`config.mk`:
```
export PLATFORM = sky130hd
export DESIGN_NAME = wptr_full_gen
export DESIGN_NICKNAME = d
export VERILOG_FILES = /design/src/rtl/wptr_full_gen.sv
export SDC_FILE = /design/constraint.sdc
export NUM_CORES = 1
export LEC_CHECK = 0
export ABC_AREA = 1
export CAP_MARGIN = 10
export CORE_MARGIN = 2
export CORE_UTILIZATION = 54
export CTS_BUF_LIST = sky130_fd_sc_hd__clkbuf_16
export CTS_CLUSTER_SIZE = 24
export DETAILED_ROUTE_END_ITERATION = 7
export PLACE_DENSITY = 0.85
export SLEW_MARGIN = 25
export SYNTH_ARGS = -nofsm -noshare
export SYNTH_HDL_FRONTEND = slang
export SYNTH_SLANG_ARGS = --single-unit
```
`constraint.sdc`:
```
create_clock -name wclk -period 7.6 [get_ports wclk]
set_clock_uncertainty 0.15 [all_clocks]
set_input_delay 1.52 -clock wclk [delete_from_list [all_inputs] [get_ports wclk]]
set_output_delay 1.52 -clock wclk [all_outputs]
set_load 0.02 [all_outputs]
```
`src/rtl/wptr_full_gen.sv`:
```
// Async FIFO write-side pointer and status generator.
// Binary/Gray write pointer, RAM write address, full/almost-full/count/overflow.
module bin2gray #(
  parameter int W = 9
) (
  input  logic [W-1:0] bin,
  output logic [W-1:0] gray
);

  assign gray = bin ^ (bin >> 1);

endmodule

module wptr_full_gen #(
  parameter int ADDRSIZE     = 8,
  parameter int AFULL_THRESH = 2**ADDRSIZE - 2
) (
  input  logic                wclk,
  input  logic                wrst,
  input  logic                winc,
  input  logic [ADDRSIZE:0]   wq2_rptr,
  output logic [ADDRSIZE-1:0] waddr,
  output logic [ADDRSIZE:0]   wptr,
  output logic                wfull,
  output logic                walmost_full,
  output logic [ADDRSIZE:0]   wcount,
  output logic                wovf
);

  localparam int PW = ADDRSIZE + 1;
  localparam logic [PW-1:0] AF_LVL = PW'(AFULL_THRESH);

  logic [PW-1:0] wbin_q, wbin_d;
  logic [PW-1:0] wptr_q, wptr_d;
  logic [PW-1:0] wcount_q, wcount_d;
  logic          wfull_q, wfull_d;
  logic          wafull_q, wafull_d;
  logic          wovf_q, wovf_d;

  logic          winc_ok;
  logic [PW-1:0] wgray_next;
  logic [PW-1:0] rbin;
  logic [PW-1:0] diff;
  logic [PW-1:0] full_ptr;

  always_comb begin
    winc_ok = winc & ~wfull_q;
    wbin_d  = wbin_q + {{ADDRSIZE{1'b0}}, winc_ok};
    for (int i = 0; i < PW; i++) begin
      rbin[i] = ^(wq2_rptr >> i);
    end
  end

  bin2gray #(
    .W (PW)
  ) u_b2g (
    .bin  (wbin_d),
    .gray (wgray_next)
  );

  // Full when the next write pointer equals the read pointer one lap ahead.
  always_comb begin
    diff     = wbin_d - rbin;
    full_ptr = {~wq2_rptr[ADDRSIZE -: 2], wq2_rptr[ADDRSIZE-2:0]};
    wptr_d   = wgray_next;
    wfull_d  = (wgray_next == full_ptr);
    wcount_d = diff;
    wafull_d = (diff >= AF_LVL);
    wovf_d   = winc & wfull_q;
  end

  always_ff @(posedge wclk) begin
    if (wrst) begin
      wbin_q   <= '0;
      wptr_q   <= '0;
      wcount_q <= '0;
      wfull_q  <= 1'b0;
      wafull_q <= 1'b0;
      wovf_q   <= 1'b0;
    end else begin
      wbin_q   <= wbin_d;
      wptr_q   <= wptr_d;
      wcount_q <= wcount_d;
      wfull_q  <= wfull_d;
      wafull_q <= wafull_d;
      wovf_q   <= wovf_d;
    end
  end

  assign waddr        = wbin_q[ADDRSIZE-1:0];
  assign wptr         = wptr_q;
  assign wfull        = wfull_q;
  assign walmost_full = wafull_q;
  assign wcount       = wcount_q;
  assign wovf         = wovf_q;

endmodule
```
* Yosys cells after proc, flatten, opt, wreduce, memory -nomap -nowiden
Index checks and enable logic that the tools add are counted.
Cells by class: add/subtract/negate cells 2, order comparisons 1, equal/unequal tests 1, bitwise logic cells 5, reduce and logical (&&, ||, !) cells 9
Operators with widths (count):
- $reduce_xor A9 Y1 | 9
- $add A9 B1 Y9 | 1
- $eq A9 B9 Y1 | 1
- $ge A9 B8 Y1 const B | 1
- $sub A9 B9 Y9 | 1
- $xor A9 B8 Y9 | 1
- $and A1 B1 Y1 | 2
- $not A2 Y2 | 1
- $not A1 Y1 | 1
Word-level totals: flip-flop bits (word level) 30, output and inout port bits 29

* Logic depth before layout (Yosys ltp)
depth after elaboration 5, depth in mapped cells 23, gate-level depth less buffers 23

* Modules after synthesis
From an unflattened synthesis, not the netlist that was laid out.
Unflattened totals: cell total of the unflattened synthesis 291, area, all modules 1948.1 um^2
Modules (own cells, without submodules):
- wptr_full_gen | instances 1, cells each 257, area each 1816.7 um^2, seq. area each 600.6 um^2
- bin2gray | instances 1, cells each 34, area each 131.4 um^2, seq. area each 0.0 um^2

* Worst setup path after synthesis
Ideal clock, no wire load.
path type input-to-reg, from input port wq2_rptr[7], to register wafull_q (netlist: walmost_full), setup time 0.113 ns, arrival time 3.834 ns, slack 3.503 ns, cell stages on the path 21, path buffers 0, cell sequence inv_1 nand2_1 nand3_1 nand2_2 nand2_1 nand2_2 xor2_1 xor2_1 inv_1 ha_1 fa_1 o21ai_0 nand3_1 nand2_1 nand2_1 nand2_1 nand2_1 nand2_1 nor2_1 nand2_1 nand2_1
On the way: longest elaborated chain between the ends 3, elaborated cells on any way between the ends 10
Ends and longest elaborated chain:
- from (decl) | line 21 | input logic [ADDRSIZE:0] wq2_rptr,
- $reduce_xor A9 Y1 | line 50 | rbin[i] = ^(wq2_rptr >> i);
- $sub A9 B9 Y9 (*) | line 63 | diff = wbin_d - rbin;
- $ge A9 B8 Y1 (*) | line 68 | wafull_d = (diff >= AF_LVL);
- to (signal assigned) | line 85 | wafull_q <= wafull_d;
- to (decl) | line 37 | logic wafull_q, wafull_d;
Every way passes the cells marked *; elsewhere a longest branch is shown, timed or not. A chain may end at the register's enable or synchronous reset.

* Worst setup path in the final report
Same ends and word-level chain as after synthesis.

==> metrics.log <==
INFO  metric outcome = completed
INFO  metric viasPerCell = 4.77
INFO  metric vias = 1508
INFO  metric cts.sink_count = 29
INFO  metric timing_hold_violations_final = 0
INFO  metric criticalPathCategory = input port to flip-flop
INFO  metric n_fill_cell = 239
INFO  metric detail_route.drc_violations = 0
INFO  metric vdd.ir_drop.worst = 0.115 mV
INFO  metric static-leakage-power = between 1 and 1.5 nW
INFO  metric start_kind = input port
INFO  metric largest_net_degree_at_the_start_of_global_routing = 27
INFO  metric design_area = between 0.002 and 0.0025 mm^2
INFO  metric synth_top_area_share = around a third
INFO  metric slew_headroom = between 60% and 70%
INFO  metric setup_slack = 2840 ps
INFO  metric cpMostUsedCell = sky130_fd_sc_hd__nand2_1
INFO  metric cap_viol_max_count = 0
INFO  metric synth_area_leaders = sky130_fd_sc_hd__dfxtp_1 32%, sky130_fd_sc_hd__xor2_1 7.8%, sky130_fd_sc_hd__nand2_1 7.3%
INFO  metric detail_route.wirelength = around 3800 um
INFO  metric path_clk_slew = 50 ps
INFO  metric clk_latency = about 270 ps
INFO  metric layout.nets = slightly below 300
INFO  metric grt_pass1_wl = 6200 um
INFO  metric dp.final_hpwl = 2820 um
INFO  metric num_io_pins = 41
INFO  metric die_x = roughly 60 um
INFO  metric cts-root-to-sink-buffers = 2
INFO  metric power_density = around 220 mW/mm^2
INFO  metric synth_cell_type_count = 33
INFO  metric grt_overflow = 0
INFO  metric grt_setup_unrepaired = no
INFO  metric drive_above_1_share = ~15%
INFO  metric ys_seq_area_share = 32.5%
INFO  metric initial_standard_cell_utilization_of_the_core = slightly below 60%
INFO  metric synth_seq_cells = 29
INFO  metric arrival = ~4800 ps
INFO  metric fmax = 210 MHz
INFO  metric cp_max_fo = 4
INFO  metric ys.warnings.count = 0
INFO  metric initialDrtViolationCount = 54
INFO  metric syn_nets = 248
INFO  metric cp.required = roughly 7600 ps
INFO  metric clock-root-buffer = sky130_fd_sc_hd__clkbuf_16
INFO  metric dieHeight = 61.5 um
INFO  metric mapped_area = about 0.0018 mm^2
INFO  metric port_buffers = 40
INFO  metric timing.setup.tns = 0 ps
INFO  metric worstPathCellList = clkdlybuf4s50_1 > inv_1 > nand2_1 > nand3_1 > nand2_2 > nand2_1 > nand2_2 > xor2_1 > xor2_1 > inv_1 > ha_1 > fa_1 > o21ai_0 > nand3_1 > nand2_1 > nand2_1 > nand2_1 > nand2_1 > nand2_1 > nor2_1 > nand2_1 > nand2_1
INFO  metric firstDrtPassIters = 4
INFO  metric reg2reg_setup_slack = ~4600 ps
INFO  metric die-area = 0.00379 mm^2
INFO  metric number_of_global_route_vias_before_repair = 1464
INFO  metric antenna_violations_before_repair = 0
INFO  metric cts.repair.resized = 0
INFO  metric worst_hold_path_type = flip-flop to flip-flop
INFO  metric synthToLayoutAreaGrowth = 32.7%
INFO  metric actual_transition_at_the_worst_max_transition_pin = 477 ps
INFO  metric critical_path.slowest_cell = sky130_fd_sc_hd__clkdlybuf4s50_1
INFO  metric dpl_cell_area = approximately 0.0022 mm^2
INFO  metric placementRows = 20
INFO  metric grt_usage = 22.2%
INFO  metric antenna-diode-count = 0
INFO  metric core-area = 0.00310 mm^2
INFO  metric tritoncts.num_buffers = 5
INFO  metric setup_viol = 0
INFO  metric finalCoreUtilization = about 76%
INFO  metric synth_top_area_cell = sky130_fd_sc_hd__dfxtp_1
INFO  metric post_cts_hold_buffer_count = 0
INFO  metric antenna_violating_nets_post_route = 0
INFO  metric post_synth_inst_count = 227
INFO  metric cts_htree_levels = 2
INFO  metric cp_slowest_stage_delay = 490 ps
INFO  metric period_needed = 4760 ps
INFO  metric cts_setup_buffers = 0
INFO  metric slew_viol_final = 0
INFO  metric tritoncts = yes
INFO  metric globalplace.congestion = between 0.8 and 0.9
INFO  metric detailedPlace.worstSlack = roughly 2700 ps
INFO  metric syn-mean-instance-area = 7.88 um^2
INFO  metric post-route-period-util = 62.6%
INFO  metric route.detailed.wl_per_inst = 11.9 um
INFO  metric worst_setup_path_end_kind = flip-flop
INFO  metric fin_hold_ws = 320 ps
==> path summary, 6_finish.rpt <==
kind,depth (start not counted),start,to
worst max-delay path,22,wq2_rptr[7],walmost_full
worst min-delay path,2,wfull,wovf
worst max register to register,19,wfull,walmost_full
worst min register to register,2,wfull,wovf
==> worst max-delay path: cells and delay by family <==
family                   cells  cell delay, ps
adder cells (fa/ha/maj)      2             610
AND/OR/NAND/NOR             14            1190
buffers and inverters        3             630
XOR/XNOR                     2             390
AO/OA/AOI/OAI                1             430
==> cells in the final DEF (no fill, tap or decap), drive strengths merged, types with 2 or more instances in the layout <==
cell / n
clkbuf: 5
nand3: 17
inv: 35
or2: 2
o21ai: 6
xor2: 17
nand2: 52
clkdlybuf4s50: 40
a21oi: 5
xnor2: 12
dfxtp: 29
nand3b: 2
nor2: 35
ha: 8
==> layout make-up <==
class                   instances  area (um^2)  area share (%)
clock buffers                   5          125            5.27
well taps                      44         55.1            2.32
repair buffers                 41          408            17.2
clock inverters                 2         7.51           0.316
flip-flops and latches         29          581            24.5
multi-input cells             161         1060            44.8
inverters                      34          133            5.59
==> stage by stage <==
step                      instances  power [mW]
final                           316       0.515
after detailed placement        309       0.338
after CTS                       316       0.516
after global routing            316       0.540
after global placement          309       0.332
after floorplan                 227       0.283
==> cell usage after synthesis, drive strengths merged <==
master  number
nor2        35
ha           8
inv         34
nand2       52
xnor2       12
nand3b       2
nand3       17
o21ai        6
or3          1
o21bai       1
a31oi        1
a21oi        5
fa           1
clkbuf       3
or2          2
dfxtp       29
nand4        1
xor2        17
==> routing by layer <==
| layer | up-vias | track usage [%] | routed length [um] |
|---|---|---|---|
| li1 | 782 | - | - |
| met1 | 678 | 25.4 | 1590 |
| met2 | 39 | 39.8 | 1930 |
| met3 | 9 | 6.09 | 165 |
| met4 | 0 | 7.29 | 63 |
| met5 | - | 0 | 0 |
==> flip-flops by register name (all words and copies together), names as in the netlist <==
name          count
wbin_q            9
wcount            9
wptr              8
walmost_full      1
wfull             1
wovf              1
==> power by group <==
part           internal, mW  total [mW]  switching, mW
sequential            0.168       0.172        0.00472
clock                 0.116       0.177         0.0612
combinational        0.0726       0.165         0.0924
total                 0.357       0.515          0.158
==> cell families (layout without fill, tap and decap cells) <==
| group | after synthesis | count (layout) | share of synthesized area, % |
|---|---|---|---|
| AO/OA/AOI/OAI | 13 | 13 | 4.27 |
| flip-flops | 29 | 29 | 32.5 |
| AND/OR/NAND/NOR | 110 | 110 | 33.5 |
| adder cells (fa/ha/maj) | 9 | 9 | 6.72 |
| XOR/XNOR | 29 | 29 | 15.0 |
| buffers and inverters | 37 | 82 | 8.05 |
Note: power is estimated with default switching activity, not from simulation.
